<file path="src/rtl/face_select_ctrl.sv">
// Maps a sampled sound level to a face code (Happy/Neutral/Angry) with hysteresis
// and a frame-count hold; a new face is committed only on a frame_end edge.
module face_select_ctrl #(
  parameter int LEVEL_W     = 16,
  parameter int T_LO        = 1000,
  parameter int T_HI        = 3000,
  parameter int HYST        = 100,
  parameter int HOLD_FRAMES = 3
) (
  input  logic               clk,
  input  logic               reset,
  input  logic [LEVEL_W-1:0] level,
  input  logic               level_valid,
  input  logic               frame_end,
  output logic [1:0]         face_select,
  output logic               face_changed,
  output logic               pending
);

  localparam int CNT_W = $clog2(HOLD_FRAMES + 1);

  localparam logic [1:0] FACE_HAPPY   = 2'd0;
  localparam logic [1:0] FACE_NEUTRAL = 2'd1;
  localparam logic [1:0] FACE_ANGRY   = 2'd2;

  // Thresholds held one bit wider than the level so T_HI+HYST cannot wrap.
  localparam logic [LEVEL_W:0] HI_UP = (LEVEL_W+1)'(T_HI + HYST);
  localparam logic [LEVEL_W:0] HI_DN = (LEVEL_W+1)'(T_HI - HYST);
  localparam logic [LEVEL_W:0] LO_UP = (LEVEL_W+1)'(T_LO + HYST);
  localparam logic [LEVEL_W:0] LO_DN = (LEVEL_W+1)'(T_LO - HYST);

  typedef enum logic {
    ST_IDLE,
    ST_PEND
  } state_e;

  state_e             state_q, state_d;
  logic [LEVEL_W-1:0] level_q;
  logic [1:0]         face_q, face_d;
  logic [1:0]         cand_q, cand_d;
  logic [CNT_W-1:0]   hold_q, hold_d;
  logic               changed_q, changed_d;
  logic [1:0]         target;

  function automatic logic [1:0] target_of(input logic [LEVEL_W:0] lvl,
                                           input logic [1:0]       cur);
    logic [1:0] t;
    t = cur;
    case (cur)
      FACE_HAPPY: begin
        if (lvl >= HI_UP)      t = FACE_ANGRY;
        else if (lvl >= LO_UP) t = FACE_NEUTRAL;
        else                   t = FACE_HAPPY;
      end
      FACE_ANGRY: begin
        if (lvl < LO_DN)      t = FACE_HAPPY;
        else if (lvl < HI_DN) t = FACE_NEUTRAL;
        else                  t = FACE_ANGRY;
      end
      default: begin
        if (lvl >= HI_UP)     t = FACE_ANGRY;
        else if (lvl < LO_DN) t = FACE_HAPPY;
        else                  t = FACE_NEUTRAL;
      end
    endcase
    return t;
  endfunction

  assign target = target_of({1'b0, level_q}, face_q);

  always_ff @(posedge clk) begin
    if (reset) begin
      state_q   <= ST_IDLE;
      level_q   <= '0;
      face_q    <= FACE_NEUTRAL;
      cand_q    <= FACE_NEUTRAL;
      hold_q    <= '0;
      changed_q <= 1'b0;
    end else begin
      state_q   <= state_d;
      face_q    <= face_d;
      cand_q    <= cand_d;
      hold_q    <= hold_d;
      changed_q <= changed_d;
      if (level_valid) level_q <= level;
    end
  end

  always_comb begin
    state_d   = state_q;
    face_d    = face_q;
    cand_d    = cand_q;
    hold_d    = hold_q;
    changed_d = 1'b0;
    case (state_q)
      ST_IDLE: begin
        cand_d = face_q;
        hold_d = '0;
        if (target != face_q) begin
          state_d = ST_PEND;
          cand_d  = target;
        end
      end
      default: begin
        if (target == face_q) begin
          state_d = ST_IDLE;
          hold_d  = '0;
        end else if (target != cand_q) begin
          // A different face took over: restart the hold, ignoring any frame_end now.
          cand_d = target;
          hold_d = '0;
        end else if (frame_end) begin
          if (hold_q == CNT_W'(HOLD_FRAMES - 1)) begin
            face_d    = cand_q;
            hold_d    = '0;
            state_d   = ST_IDLE;
            changed_d = 1'b1;
          end else begin
            hold_d = hold_q + CNT_W'(1);
          end
        end
      end
    endcase
  end

  assign face_select  = face_q;
  assign face_changed = changed_q;
  assign pending      = (state_q == ST_PEND);

endmodule

</file>
<file path="config.mk">
export PLATFORM = sky130hd
export DESIGN_NAME = face_select_ctrl
export DESIGN_NICKNAME = d
export VERILOG_FILES = /design/src/rtl/face_select_ctrl.sv
export SDC_FILE = /design/constraint.sdc
export NUM_CORES = 1
export LEC_CHECK = 0
export ABC_AREA = 1
export ABC_CLOCK_PERIOD_IN_PS = 1800
export CAP_MARGIN = 20
export CELL_PAD_IN_SITES_DETAIL_PLACEMENT = 1
export CELL_PAD_IN_SITES_GLOBAL_PLACEMENT = 1
export CORE_MARGIN = 5
export CORE_UTILIZATION = 34
export CTS_CLUSTER_SIZE = 10
export DETAILED_ROUTE_END_ITERATION = 8
export HOLD_SLACK_MARGIN = 0.05
export PLACE_DENSITY = 0.88
export RECOVER_POWER = 100
export SKIP_CTS_REPAIR_TIMING = 1
export SYNTH_ARGS = -nofsm -noshare
export SYNTH_HDL_FRONTEND = slang
export SYNTH_SLANG_ARGS = --single-unit
</file>
<file path="constraint.sdc">
create_clock -name clk -period 1.8 [get_ports clk]
set_input_delay 0.36 -clock clk [delete_from_list [all_inputs] [get_ports clk]]
set_output_delay 0.36 -clock clk [all_outputs]
set_load 0.01 [all_outputs]
</file>
* After elaboration in Yosys (flattened, before gate mapping)
Cells that the tools add are included.
** Cells by class
- Equality and inequality tests :: 7
- Mux-type cells :: 19
- Add/sub/neg operators :: 1
- Bitwise operators :: 4
- Order comparisons :: 4
- Reduce and logical (&&, ||, !) cells :: 5
** Operators by type and width (number)
- $mux 2 :: 9
- $ge 16x11->1 const B :: 1
- $ge 16x12->1 const B :: 1
- $lt 16x10->1 const B :: 1
- $lt 16x12->1 const B :: 1
- $mux 1 :: 9
- $reduce_and 5->1 :: 1
- $reduce_or 5->1 :: 1
- $eq 2x2->1 const B :: 2
- $ne 2x2->1 :: 2
- $not 1->1 :: 4
- $pmux 2 s2 :: 1
- $reduce_or 4->1 :: 1
- $add 2x1->2 const B :: 1
- $eq 2x2->1 :: 1
- $logic_not 2->1 :: 1
- $ne 2x1->1 const B :: 1
- $ne 2x2->1 const B :: 1
- $reduce_and 2->1 :: 1
** Word-level totals
- Logic and storage cells :: 46
- Bits of input ports :: 20
- Output and inout port bits :: 4
- Register bits :: 24

* Logic depth before layout (Yosys ltp)
- Depth after elaboration :: 8
- Depth in mapped cells :: 15
- Gate-level depth less buffers :: 15

* Worst setup path before layout
OpenSTA, ideal clock, no wires.
- Path type :: register to register
- Start :: reg face_q[1] (netlist: face_select[1])
- End :: reg face_q[0] (netlist: face_select[0])
- Setup time :: 112 ps
- Data arrival time :: 1340 ps
- Setup slack :: 348 ps
- Clock period less this slack :: 1452 ps
- Required time :: 1688 ps
- Buffers on the path :: 0
- Stages on the path, launching flop included :: 14
- Cell sequence :: dfxtp_1 -> inv_1 -> nor2_1 -> inv_1 -> a21oi_1 -> nand2_2 -> nand2_1 -> nor2_2 -> inv_2 -> nor2_4 -> nor2_1 -> nand3_1 -> nand2_1 -> nand2_1
** On the way
- Longest elaborated chain between the ends :: 5
- Elaborated cells between the ends (all ways) :: 8
- Those cells by class :: 3 x eq/ne; 1 x mux; 2 x bitwise; 2 x reduce/logical
** Ends and longest elaborated chain
- from (decl) :: line 39 : logic [1:0] face_q, face_d;
- from (signal assigned) :: line 75 : face_q <= FACE_NEUTRAL;
- from (signal assigned) :: line 81 : face_q <= face_d;
- $eq 2x2->1 / $logic_not 2->1 (equally long branches) :: line 49 : case (cur)
- $pmux 2 s2 :: line 49
- $ne 2x2->1 / $eq 2x2->1 (equally long branches) :: line 108, 105
- $not 1->1 (no line)
- $reduce_and 5->1 (no line) *
Mark *: on every way between the ends. The rest lies on a longest branch, timed or not.
A chain may end at the register's enable or synchronous reset.

* Worst setup path after layout
- Start :: reg state_q (netlist: pending)
- End :: out pending
** RTL lines
- from (decl) :: line 37 : state_e state_q, state_d;
- from (signal assigned) :: line 80 : state_q <= state_d;
- to (decl) :: line 17 : output logic pending
No word-level cell between the ends.

==> reports/results.ini <==
[final_layout]
diodes=0
fill_cells=460
finalNonFillerCells=256
fin_area_mm2=0.00160
area_delta_synth_final_pct=36.4
final_common_cell=nor2_1
layout.nets=232
drive_gt1_share_pct=26.2
layout_common_cells=nor2_1 (30), nand2_1 (27), inv_1 (22)

[critical_path]
r2r_cells=12
cp.arrival_ps=1370
crit_family=buffers and inverters
critPathMaxStageDelay_ps=590
cp-start-kind=register
endpoint_kind=output pin
path_cells=clkdlybuf4s50_1
critPathSlowestCell=clkdlybuf4s50_1
worstSetupPathType=reg -> out
crit_fanout=7
cp.required_ps=1440
path_depth=1
worst-path-buf-inv=1

[sta]
period_minus_slack_ps=1730
slew_headroom_pct=70.7
fmax_mhz=577
hold_violations=0
fin_tns_setup_ps=0
worst_pin_slew_ps=439
fin_skew_ps=6.74
rsz0062_at_grt=true
setup_viol=0
maxSlewViolCount=0
post-route-period-util_pct=96.2

[drt]
vias=1220
antenna_left=0
drt-wirelength-per-cell_um=12.3
drt_first_pass_iters=2
drc=0
drtIter0Drc=53
avgViaCountPerCell=4.77
wirelength_um=3140

[yosys]
synth_top_cell_area_share_pct=37.5
synthesis.area_mm2=0.00117
ys_top_cells_by_area=dfxtp_1 (37%), nor2_1 (12%), nand2_1 (11%)
syn-instance-count=186
ys_seq_area_share_pct=37.5
synth_top_area_cell=dfxtp_1
yosysUniqueCellTypes=19
yosysWarningCount=0
synth-seq-cells=22
syn_nets=206
synth.avg_cell_area_um2=6.32

[power_and_ir_drop]
power_leakage_nw=0.701
peakVddDrop_mv=0.444
p_per_area_mw_per_mm2=697

[floorplan]
start_util_pct=35.2
io_pins=24
core.rowCount=21
die_h_um=68.8
die-area_mm2=0.00473
core_area_mm2=0.00334
die_w_um=68.8

[min_path]
hp-class=reg -> reg
hold-path-cell-count=2

[global_routing]
grt_pass1_wl_um=4920
antenna_found_initial=0
grt_util_all_layers_pct=13.7
grt_pass1_vias=1203
grt-ovfl-total=0
grt_max_degree=21

[job]
maxCapViolCount=0

[placement]
post-dp-hpwl_um=2390
postPlaceCellArea_mm2=0.00146
port_buffers=21
place.gp.congestion=0.783
place_inst=252

[clocking]
clockBufferDepth=2
cts_buffers=3
root_buffer=clkbuf_4
clock_latency_ps=300
cts_sinks=22
clk_pin_slew_ps=120
cts_tree=built
htree_levels=1

[status]
status=finished clean

==> cells in the mapped netlist <==
master    number
inv_2          2
clkbuf_1       2
o21ai_0       17
nor2_4         1
and3_1         1
nand2_2        7
buf_2          1
nor2_2         5
nand3_2        2
inv_1         23
nor2_1        38
nand3_1       13
dfxtp_1       22
a21oi_1       11
o21ai_1        1
nand4_1        4
nand2_1       33
nor3_1         2
buf_1          1
==> per-stage QoR <==
stage / util (%) / hold WS (ps) / worst slack, ps / total power [mW]
after floorplan: - / 448 / 348 / 0.743
after global placement: 43.8 / 466 / 170 / 0.833
after detailed placement: 43.8 / 472 / 69.0 / 0.848
after CTS: 44.5 / 493 / 15.5 / 1.07
after global routing: 48.0 / 508 / -55.3 / 1.18
final: 48.0 / 492 / 67.7 / 1.12
==> power by group <==
group	internal, mW	total, mW	switching, mW
Combinational	0.138	0.336	0.197
Clock	0.0780	0.225	0.147
Sequential	0.523	0.557	0.0338
Total	0.739	1.12	0.378
==> worst paths after layout <==
path,from,end,slack (ps)
min,level_q[8],level_q[8],490
max,pending,pending,70
min reg2reg,level_q[8],level_q[8],490
max reg2reg,level_q[13],cand_q[1],100
==> per-layer routing <==
metal,global-route usage (%),wire [um]
met4,6.57,34
met3,1.94,58
met5,0,0
met2,23.1,1550
met1,17.1,1500
==> cell families after synthesis <==
group	share of synthesized area [%]
flip-flops	37.5
buffers and inverters	9.37
AND/OR/NAND/NOR	40.8
AO/OA/AOI/OAI	12.4
==> layout make-up <==
class	instances	area (um^2)	area share, %
inverters	25	93.8	5.85
clock buffers	3	22.5	1.41
flip-flops and latches	22	452	28.2
multi-input cells	135	724	45.2
repair buffers	25	253	15.8
well taps	46	57.6	3.59
==> flip-flops by register name, indices dropped and copies added (netlist names) <==
signal / cells
pending: 1
level_q: 14
face_select: 2
face_changed: 1
cand_q: 2
hold_q: 2
Note: power is estimated with default switching activity, not from simulation.
